==> src/rtl/ser_pkg.sv <==
// Shared definitions for the parallel-to-serial converter.
package ser_pkg;

  localparam int unsigned DEFAULT_WIDTH = 8;

  typedef enum logic {
    IDLE  = 1'b0,
    SHIFT = 1'b1
  } ser_state_t;

endpackage

==> src/rtl/p2s_hold_buf.sv <==
// One-entry holding register: captures a word (and its bit order) while the shifter is busy.
module p2s_hold_buf
  import ser_pkg::*;
#(
  parameter int unsigned WIDTH = DEFAULT_WIDTH
) (
  input  logic             clk,
  input  logic             rst_n,
  input  logic             load,
  input  logic             clear,
  input  logic [WIDTH-1:0] load_data,
  input  logic             load_msb_first,
  output logic [WIDTH-1:0] data,
  output logic             msb_first,
  output logic             full
);

  always_ff @(posedge clk) begin
    if (!rst_n) begin
      data      <= '0;
      msb_first <= 1'b0;
      full      <= 1'b0;
    end else if (load) begin
      data      <= load_data;
      msb_first <= load_msb_first;
      full      <= 1'b1;
    end else if (clear) begin
      full      <= 1'b0;
    end
  end

endmodule

==> src/rtl/parallel_to_serial.sv <==
// Parallel-to-serial converter with per-word bit order, frame markers and a one-word holding buffer.
module parallel_to_serial
  import ser_pkg::*;
#(
  parameter int unsigned WIDTH = DEFAULT_WIDTH
) (
  input  logic             clk,
  input  logic             rst_n,
  input  logic [WIDTH-1:0] in_data,
  input  logic             in_msb_first,
  input  logic             in_valid,
  output logic             in_ready,
  output logic             serial_out,
  output logic             ser_valid,
  output logic             frame_start,
  output logic             frame_last,
  output logic             busy
);

  localparam int unsigned CW = $clog2(WIDTH);

  ser_state_t       state, state_next;
  logic [WIDTH-1:0] sh;
  logic [CW-1:0]    cnt;

  logic             hold_full, hold_msb_first;
  logic [WIDTH-1:0] hold_data;
  logic             hold_load, hold_clear;

  logic             accept, last, load_shift, use_hold;
  logic [WIDTH-1:0] src_data, src_rev, sh_load;
  logic             src_msb_first;

  p2s_hold_buf #(.WIDTH(WIDTH)) u_hold (
    .clk            (clk),
    .rst_n          (rst_n),
    .load           (hold_load),
    .clear          (hold_clear),
    .load_data      (in_data),
    .load_msb_first (in_msb_first),
    .data           (hold_data),
    .msb_first      (hold_msb_first),
    .full           (hold_full)
  );

  assign in_ready = rst_n & ~hold_full;
  assign accept   = in_valid & in_ready;
  assign last     = (state == SHIFT) && (cnt == CW'(WIDTH-1));

  always_comb begin
    state_next = state;
    load_shift = 1'b0;
    use_hold   = 1'b0;
    hold_load  = 1'b0;
    hold_clear = 1'b0;
    unique case (state)
      IDLE: begin
        if (accept) begin
          state_next = SHIFT;
          load_shift = 1'b1;
        end
      end
      SHIFT: begin
        if (last) begin
          if (hold_full) begin
            load_shift = 1'b1;
            use_hold   = 1'b1;
            hold_clear = 1'b1;
          end else if (accept) begin
            load_shift = 1'b1;
          end else begin
            state_next = IDLE;
          end
        end else if (accept) begin
          hold_load = 1'b1;
        end
      end
      default: state_next = IDLE;
    endcase
  end

  // LSB-first words are loaded bit-reversed so the shifter always emits its top bit.
  assign src_data      = use_hold ? hold_data : in_data;
  assign src_msb_first = use_hold ? hold_msb_first : in_msb_first;

  always_comb begin
    src_rev = '0;
    for (int unsigned i = 0; i < WIDTH; i++) src_rev[i] = src_data[WIDTH-1-i];
  end

  assign sh_load = src_msb_first ? src_data : src_rev;

  always_ff @(posedge clk) begin
    if (!rst_n) begin
      state <= IDLE;
      sh    <= '0;
      cnt   <= '0;
    end else begin
      state <= state_next;
      if (load_shift) begin
        sh  <= sh_load;
        cnt <= '0;
      end else if (state == SHIFT) begin
        sh  <= {sh[WIDTH-2:0], 1'b0};
        cnt <= last ? '0 : cnt + CW'(1);
      end
    end
  end

  assign ser_valid   = (state == SHIFT);
  assign serial_out  = ser_valid & sh[WIDTH-1];
  assign frame_start = ser_valid && (cnt == '0);
  assign frame_last  = last;
  assign busy        = ser_valid | hold_full;

endmodule

==> config.mk <==
export PLATFORM = sky130hd
export DESIGN_NAME = parallel_to_serial
export DESIGN_NICKNAME = d
export VERILOG_FILES = /design/src/rtl/ser_pkg.sv /design/src/rtl/p2s_hold_buf.sv /design/src/rtl/parallel_to_serial.sv
export SDC_FILE = /design/constraint.sdc
export NUM_CORES = 1
export LEC_CHECK = 0
export BUFFER_PORTS_ARGS = -buffer_cell sky130_fd_sc_hd__buf_2
export CORE_MARGIN = 4
export CORE_UTILIZATION = 60
export DETAILED_ROUTE_END_ITERATION = 8
export PLACE_DENSITY = 0.83
export SYNTH_ARGS = -nofsm -noshare
export SYNTH_HDL_FRONTEND = slang
export SYNTH_SLANG_ARGS = --single-unit
==> constraint.sdc <==
create_clock -name clk -period 4.35 [get_ports clk]
set_input_delay 0.6525 -clock clk [delete_from_list [all_inputs] [get_ports clk]]
set_output_delay 0.6525 -clock clk [all_outputs]
set_load 0.05 [all_outputs]
Yosys cells after proc, flatten, opt, wreduce, memory -nomap -nowiden
Cells that the tools add are included.
- register bits after elaboration: 22
- input bits: 12
- reduce and logical (&&, ||, !) cells: 6
- muxes and demuxes: 19
- add/sub/neg operators: 1
- bitwise operators: 7
- eq/ne operators: 1
- operators by type and width (cell ; count):
    2-to-1 mux 8 bit ; 4
    2-to-1 mux 1 bit ; 12
    case mux 1 bit (2 select lines) ; 2
    nonzero test 2 bit ; 2
    adder 3 x 1 -> 3 bit (second input constant) ; 1
    bitwise AND 1 bit ; 3
    equality test 3 bit (second input constant) ; 1
    logical NOT 3 bit ; 1
    2-to-1 mux 3 bit ; 1
    NOT 1 bit ; 3
    logical AND 1 bit ; 2
    OR reduction 2 bit ; 1
    OR 1 bit ; 1

Logic depth before layout (Yosys ltp)
Gate-level depths: netlist of the first run.
- word-level depth: 8
- depth in mapped cells: 7

Modules after synthesis
From an unflattened synthesis of the first run, not the netlist that was laid out.
- cell total of the unflattened synthesis: 129
- area total of the unflattened synthesis: 1341.3 um^2
- by module, submodules not included (module ; times used ; area an instance (um^2) ; sequential area each (um^2) ; cells an instance):
    parallel_to_serial ; 1 ; 969.7 ; 240.2 ; 98
    p2s_hold_buf ; 1 ; 371.6 ; 200.2 ; 31

Worst setup path after synthesis of the first run
No wires, ideal clock.
- kind: flip-flop to output port
- start: register state, in the netlist ser_valid
- end: output frame_start
- arrival: 1.868 ns
- cell stages (with the launch flop): 5
- path slack: 1.829 ns
- buffers on the path: 2
- required time: 3.697 ns
- path through: dfxtp_1 -> buf_2 -> clkbuf_1 -> nand2_1 -> nor2_1
- word-level cells in the longest chain between the ends: 1
- RTL lines (what ; line ; source):
    from (decl) ; parallel_to_serial.sv:22 ; ser_state_t state, state_next;
    from (signal assigned) ; parallel_to_serial.sv:99 ; state <= state_next;
    logical AND 1 bit ; parallel_to_serial.sv:112 ; assign frame_start = ser_valid && (cnt == '0);
    to (decl) ; parallel_to_serial.sv:15 ; output logic frame_start,
Every way passes these cells.

Worst setup path after layout of the first run
- start: register cnt[0]
- end: output frame_last
- word-level cells in the longest chain between the ends: 2
- RTL lines (what ; line ; source):
    from (decl) ; parallel_to_serial.sv:24 ; logic [CW-1:0] cnt;
    from (signal assigned) ; parallel_to_serial.sv:105 ; cnt <= last ? '0 : cnt + CW'(1);
    equality test 3 bit ; parallel_to_serial.sv:48 ; assign last = (state == SHIFT) && (cnt == CW'(WIDTH-1));
    logical AND 1 bit ; parallel_to_serial.sv:48 ;
    to (decl) ; parallel_to_serial.sv:16 ; output logic frame_last,
Every way passes these cells.

==> impl_metrics.env, run 1 <==
export IMPL_port_buffer_count=17
export IMPL_share_of_synthesized_cell_area_in_full_adder_half_adder_and_majority_cells_pct=2.94
export IMPL_postPlaceCellArea_sq_um=1320
export IMPL_m1WireLength_mm=1.09
export IMPL_synth_area_mux_share_pct=23.9
export IMPL_diodes=0
export IMPL_cts_buffers_inserted=3
export IMPL_filler_cell_count=165
export IMPL_areaGrowthSynthToFinish_pct=7.63
export IMPL_clk_root_buffer_cell="clkbuf_4"
export IMPL_cp_max_stage_delay_ns=0.39
export IMPL_maximum_buffer_depth_of_the_clock_tree=2
export IMPL_cpMostUsedCell="ha_1"
export IMPL_design_final_nets=167
export IMPL_finClkSkew_ns=0.00193
export IMPL_worst_slew_pin_transition_ns=0.574
export IMPL_viasPerCell=5.69
export IMPL_synth_enable_flop_cells=0
export IMPL_total_negative_setup_slacks_ns=0
export IMPL_post_cts_hold_buffer_count=0
export IMPL_worst_hold_path_type="reg2reg"
export IMPL_setup_repair_after_global_routing_missed_its_margin="false"
export IMPL_synthXorXnorAreaFrac_pct=0
export IMPL_synth_compound_area_share_pct=13.6
export IMPL_die_area_sq_um=2930
export IMPL_critical_path_required_ns=3.70
export IMPL_grt_pass1_wl_mm=4.26
export IMPL_grt_pass1_vias=989
export IMPL_htree_num_levels=1
export IMPL_drc=0
export IMPL_synth_most_common_cell="mux2i_1"
export IMPL_num_io_pins=18
export IMPL_yosys_warnings=0
export IMPL_grt_overflow=0
export IMPL_critPathSlowestCell="dfxtp_1"
export IMPL_synthFlopType="dfxtp_1"
export IMPL_multi_input_area_sq_um=753
export IMPL_synth_avg_cell_area_sq_um=9.20
export IMPL_synth_seq_area_share_pct=34.4
export IMPL_met3_wirelength_um=96
export IMPL_synth_cell_area_sq_um=1280
export IMPL_routed_wirelength_mm=2.48
export IMPL_detailroute_wirelength_met2_mm=1.26
export IMPL_worstPathCellList="ha_1, ha_1, and2_1, buf_2"
export IMPL_row_count=16
export IMPL_cts_tree="built"
export IMPL_synth_cell_type_count=32
export IMPL_post_route_worst_setup_slack_ns=2.10
export IMPL_grt_start_max_net_pins=25
export IMPL_post_cts_setup_buffers=0
export IMPL_synth_largest_type_area_fraction_pct=34.4
export IMPL_synth_cells=139
export IMPL_ant_nets=0
export IMPL_die_h_um=54.2
export IMPL_synth_nets=154
export IMPL_place_congestion=0.891
export IMPL_outcome="finished, final reports clean"
export IMPL_timing_critical_path_arrival_ns=1.59
export IMPL_synth_seq_cells=22
export IMPL_dominant_combinational_cell_family_by_area_after_synthesis="multiplexers"
export IMPL_reg2reg_slack_ns=2.65
export IMPL_largest_fanout_on_the_critical_path=6
export IMPL_period_share_pct=51.7
export IMPL_initial_antenna_violation_count=0
export IMPL_finalWorstPathRequiredPeriod_ns=2.25
export IMPL_maxSlewViolCount=0
export IMPL_initialDrtViolationCount=12
export IMPL_yosysTopAreaCell="dfxtp_1"
export IMPL_max_cap_violations=0
export IMPL_wl_per_cell_um=13.9
export IMPL_post_layout_util_pct=68.8
export IMPL_max_clock_freq_mhz=445
export IMPL_clock_insertion_delay_worst_skew_ns=0.32
export IMPL_end_kind="output pin"
export IMPL_die_width_um=54.2
export IMPL_hpwl_mm=1.82
export IMPL_post_cts_resize_count=0
export IMPL_synthArstFlopShare_pct=0
export IMPL_cts_sinks=22
export IMPL_critical_path_class="reg2out"
export IMPL_hold_slack_ns=0.485
export IMPL_worstSetupStartpointType="flop"
export IMPL_synth_commonest_cells="mux2i_1, dfxtp_1, a21oi_1, nand2_1, nor2b_1"
export IMPL_hold_viol_final=0
export IMPL_power_static_leakage_nw=0.587
export IMPL_floorplan_initialDensity_pct=63.9
export IMPL_synthSimpleGateAreaFrac_pct=18.5
export IMPL_clock_edge_transition_at_the_registers_on_the_reported_setup_and_hold_paths_ns=0.12
export IMPL_p_per_area_nw_per_um2=340
export IMPL_dr_pass1_iterations=4
export IMPL_vdd_ir_drop_worst_uv=205
export IMPL_setup_viol_count_final=0
export IMPL_pre_cts_slack_ns=2.24
export IMPL_finalInstanceArea_sq_um=1380
export IMPL_core_sq_um=2000
export IMPL_seq_area_sq_um=440
export IMPL_post_route_cells_drive_above_1_share_pct=17.2
export IMPL_dr_max_layer_used="met4"
export IMPL_slew_headroom_pct=61.7
export IMPL_synth_area_top_cells="dfxtp_1, mux2i_1, nor2b_1, a21oi_1, mux2_1"
export IMPL_global_route_usage_sum_pct=20.0
export IMPL_detailroute_via_count=1012
## critical path, delay by kind of cell, from the launching register on
| kind | cells | cell delay [ns] |
|---|---|---|
| adders and majority gates | 2 | 0.44 |
| DFF | 1 | 0.39 |
| buffers and inverters | 1 | 0.27 |
| and+or+nand+nor | 1 | 0.18 |
## power breakdown
part | total [mW] | leakage, nW | internal, mW | switching [mW]
Combinational | 0.0835 | 0.379 | 0.0340 | 0.0495
Clock | 0.157 | 0.0279 | 0.0933 | 0.0634
Sequential | 0.228 | 0.180 | 0.214 | 0.0133
Total | 0.468 | 0.587 | 0.342 | 0.126
## routing by layer
metal  global-route usage (%)  vias to the layer above
met4                     9.54                        0
met2                     35.9                       19
met1                     22.9                      474
li1                         -                      514
met5                        0                        -
met3                     2.77                        5
## cells by family after synthesis
family / Yosys count
mux: 30
simple gates: 42
fa+ha+maj: 3
compound gates: 30
flops: 22
buf+inv: 12
## layout make-up
type                            count  area share [%]
Multi-Input combinational cell    105            54.7
Sequential cell                    22            32.0
Timing Repair Buffer               17            6.18
Tap cell                           27            2.45
Clock inverter                      1            2.18
Clock buffer                        3            1.64
Inverter                            3           0.818
## registers in the layout, indices dropped and copies added, names as in the netlist
signal and cells:
cnt 3, u_hold.full 1, sh 8, u_hold.data 8
u_hold.msb_first 1, ser_valid 1
## worst paths after layout
kind,depth (start not counted),to,startpoint
max reg2reg,6,sh[3]$_SDFFE_PN0P_,cnt[0]$_SDFFE_PP0P_
min reg2reg,2,sh[0]$_SDFFE_PN0P_,sh[0]$_SDFFE_PN0P_
max,4,frame_last,cnt[0]$_SDFFE_PP0P_
min,2,sh[0]$_SDFFE_PN0P_,sh[0]$_SDFFE_PN0P_
## layout by cell type (no fill, tap or decap), types with 3 or more instances in the layout
cell	instances
a21oi_1	9
buf_2	17
clkbuf_4	3
dfxtp_1	22
ha_1	3
mux2_1	4
mux2i_1	26
nand2_1	9
nand2b_1	6
nand3_1	3
nor2_1	7
nor2b_1	9
o21ai_0	7
o21ai_1	3
o22ai_1	5
## metrics by stage
| step | power (mW) | instances |
|---|---|---|
| floorplan | 0.296 | 139 |
| global placement | 0.311 | 174 |
| detailed placement | 0.315 | 174 |
| CTS | 0.469 | 178 |
| global route | 0.490 | 178 |
| finish | 0.468 | 178 |
Power figures use the tool's default switching activity.
==> inputs of run 2 (changes only) <==
- ABC_AREA: default -> 1
- CORE_UTILIZATION: 60 -> 50
- PLACE_DENSITY: 0.83 -> 0.74
- clock period: 4.35 -> 1.85 ns (I/O delays scaled with it)
==> impl_metrics.env, run 2 <==
export IMPL_outcome="finished, final reports clean"
export IMPL_synth_area_top_cells="dfxtp_1, nand2_1, a21oi_1, inv_1, nand3_1"
export IMPL_floorplan_initialDensity_pct=52.0
export IMPL_grt_start_max_net_pins=18
export IMPL_critical_path_required_ns=1.57
export IMPL_cts_tree="built"
export IMPL_row_count=18
export IMPL_postPlaceCellArea_sq_um=1380
export IMPL_timing_critical_path_arrival_ns=1.48
export IMPL_synth_seq_cells=22
export IMPL_port_buffer_count=17
export IMPL_worst_slew_pin_transition_ns=0.367
export IMPL_end_kind="output pin"
export IMPL_synth_cell_type_count=24
export IMPL_synth_nets=205
export IMPL_clock_insertion_delay_worst_skew_ns=0.30
export IMPL_layout_cells_most_common="nand2_1"
export IMPL_top_registers="sh: 8 flops, u_hold.data: 8 flops, cnt: 3 flops"
export IMPL_diodes=0
export IMPL_pre_cts_slack_ns=0.0269
export IMPL_cp_max_stage_delay_ns=0.38
export IMPL_report_power_total_uw=972
export IMPL_detailroute_via_count=1229
export IMPL_total_negative_setup_slacks_ns=0
export IMPL_largest_fanout_on_the_critical_path=7
export IMPL_routed_wirelength_mm=2.59
export IMPL_initial_antenna_violation_count=0
export IMPL_place_congestion=0.818
export IMPL_ant_nets=0
export IMPL_synth_cell_area_sq_um=1280
export IMPL_max_clock_freq_mhz=569
export IMPL_setup_viol_count_final=0
export IMPL_yosysTopAreaCell="dfxtp_1"
export IMPL_slew_headroom_pct=75.5
export IMPL_core_sq_um=2450
export IMPL_design_final_nets=223
export IMPL_critical_path_class="reg2out"
export IMPL_vdd_ir_drop_worst_uv=444
export IMPL_mostFrequentLayoutCells="nand2_1, inv_1, dfxtp_1"
export IMPL_clk_root_buffer_cell="clkbuf_4"
export IMPL_synth_enable_flop_cells=0
export IMPL_synthFlopType="dfxtp_1"
export IMPL_drc=0
export IMPL_cts_buffers_inserted=3
export IMPL_worst_hold_path_type="in2reg"
export IMPL_synth_commonest_cells="nand2_1, inv_1, dfxtp_1"
export IMPL_worstSetupStartpointType="flop"
export IMPL_dr_pass1_iterations=4
export IMPL_p_per_area_nw_per_um2=677
export IMPL_post_route_worst_setup_slack_ns=0.0931
export IMPL_die_area_sq_um=3420
export IMPL_synthArstFlopShare_pct=0
export IMPL_finalInstanceArea_sq_um=1440
export IMPL_die_h_um=58.5
export IMPL_wl_per_cell_um=10.9
export IMPL_yosys_warnings=0
export IMPL_hpwl_mm=2.07
export IMPL_die_width_um=58.5
export IMPL_power_static_leakage_nw=0.708
export IMPL_synth_most_common_cell="nand2_1"
export IMPL_synth_seq_area_share_pct=34.5
export IMPL_finClkSkew_ns=0.00329
export IMPL_finalWorstPathRequiredPeriod_ns=1.76
export IMPL_synth_avg_cell_area_sq_um=6.72
export IMPL_max_cap_violations=0
export IMPL_post_route_cells_drive_above_1_share_pct=19.8
export IMPL_areaGrowthSynthToFinish_pct=12.5
export IMPL_global_route_usage_sum_pct=17.2
export IMPL_synth_cells=190
export IMPL_synth_largest_type_area_fraction_pct=34.5
export IMPL_clock_edge_transition_at_the_registers_on_the_reported_setup_and_hold_paths_ns=0.12
export IMPL_num_io_pins=18
export IMPL_hold_viol_final=0
export IMPL_initialDrtViolationCount=28
export IMPL_grt_pass1_wl_mm=4.66
export IMPL_post_cts_setup_buffers=0
export IMPL_period_share_pct=95.0
export IMPL_grt_overflow=0
export IMPL_htree_num_levels=1
export IMPL_maximum_buffer_depth_of_the_clock_tree=2
export IMPL_maxSlewViolCount=0
export IMPL_setup_repair_after_global_routing_missed_its_margin="false"
export IMPL_cts_sinks=22
export IMPL_critPathSlowestCell="dfxtp_1"
export IMPL_viasPerCell=5.19
export IMPL_grt_pass1_vias=1120
export IMPL_hold_slack_ns=0.210
export IMPL_worstPathCellList="ha_1, ha_4, nand2_1, inv_2, buf_6"
[run 2: changes by cell type after synthesis, moves of 8 or more]
| cell | previous run | this run |
|---|---|---|
| nand3_1 | 3 | 14 |
| nor2b_1 | 9 | 0 |
| inv_1 | 2 | 26 |
| nand2_1 | 9 | 45 |
| nand4_1 | 0 | 8 |
| mux2i_1 | 26 | 0 |
| a21oi_1 | 9 | 21 |
[run 2: final cells by class]
cell class | instances | area [sq um]
multi-input combinational | 130 | 687
tap | 30 | 37.5
clock buffer | 4 | 36.3
timing repair buffer | 21 | 121
inverter | 30 | 113
sequential | 22 | 440
fill | 253 | 1020
[run 2: cells by family (layout without fill, tap and decap cells)]
family,count (synthesis),in the layout,synth area share [%]
AO/OA/AOI/OAI,40,40,16.4
adder cells (fa/ha/maj),3,3,2.94
buffers and inverters,38,55,12.8
flip-flops,22,22,34.5
AND/OR/NAND/NOR,87,87,33.3
[run 2: metal layers]
| metal | routed length [um] | share of wire (%) | up-vias | global-route usage (%) |
|---|---|---|---|---|
| met5 | 0 | 0 | - | 0 |
| li1 | - | - | 649 | - |
| met4 | 34 | 1.3 | 0 | 6.29 |
| met1 | 1180 | 45 | 547 | 20.5 |
| met2 | 1270 | 49 | 28 | 31.6 |
| met3 | 112 | 4.3 | 5 | 1.97 |
[run 2: critical path: cells and delay by family (launching register included)]
kind          cells  cell delay [ns]
fa+ha+maj         2             0.43
flops             1             0.38
buf+inv           2             0.29
simple gates      1             0.08
[run 2: where the power goes]
part | switching [mW] | internal, mW | total [mW]
Clock | 0.140 | 0.120 | 0.260
Sequential | 0.0186 | 0.502 | 0.520
Combinational | 0.129 | 0.0620 | 0.191
[run 2: metrics by stage]
stage / utilization (%) / std cells
detailed placement: 56.2 / 233
finish: 58.5 / 237
CTS: 58.3 / 237
global placement: 56.2 / 233
floorplan: - / 190
global route: 58.5 / 237
[run 2: timing repair]
item,CTS,global route
setup endpoints to repair,1,1
hold buffers,0,0
hold endpoints to repair,0,0
gates resized for setup,3,2
[run 2: path summary, 6_finish.rpt]
check	start	end	slack, ns	cells past startpoint
hold reg to reg	sh[0]$_SDFFE_PN0P_	sh[0]$_SDFFE_PN0P_	0.48	2
setup / recovery	cnt[1]$_SDFFE_PP0P_	frame_last	0.09	5
setup reg to reg	cnt[1]$_SDFFE_PP0P_	sh[2]$_SDFFE_PN0P_	0.18	9
hold / removal	in_data[0]	u_hold.data[0]$_SDFFE_PN0P_	0.21	3
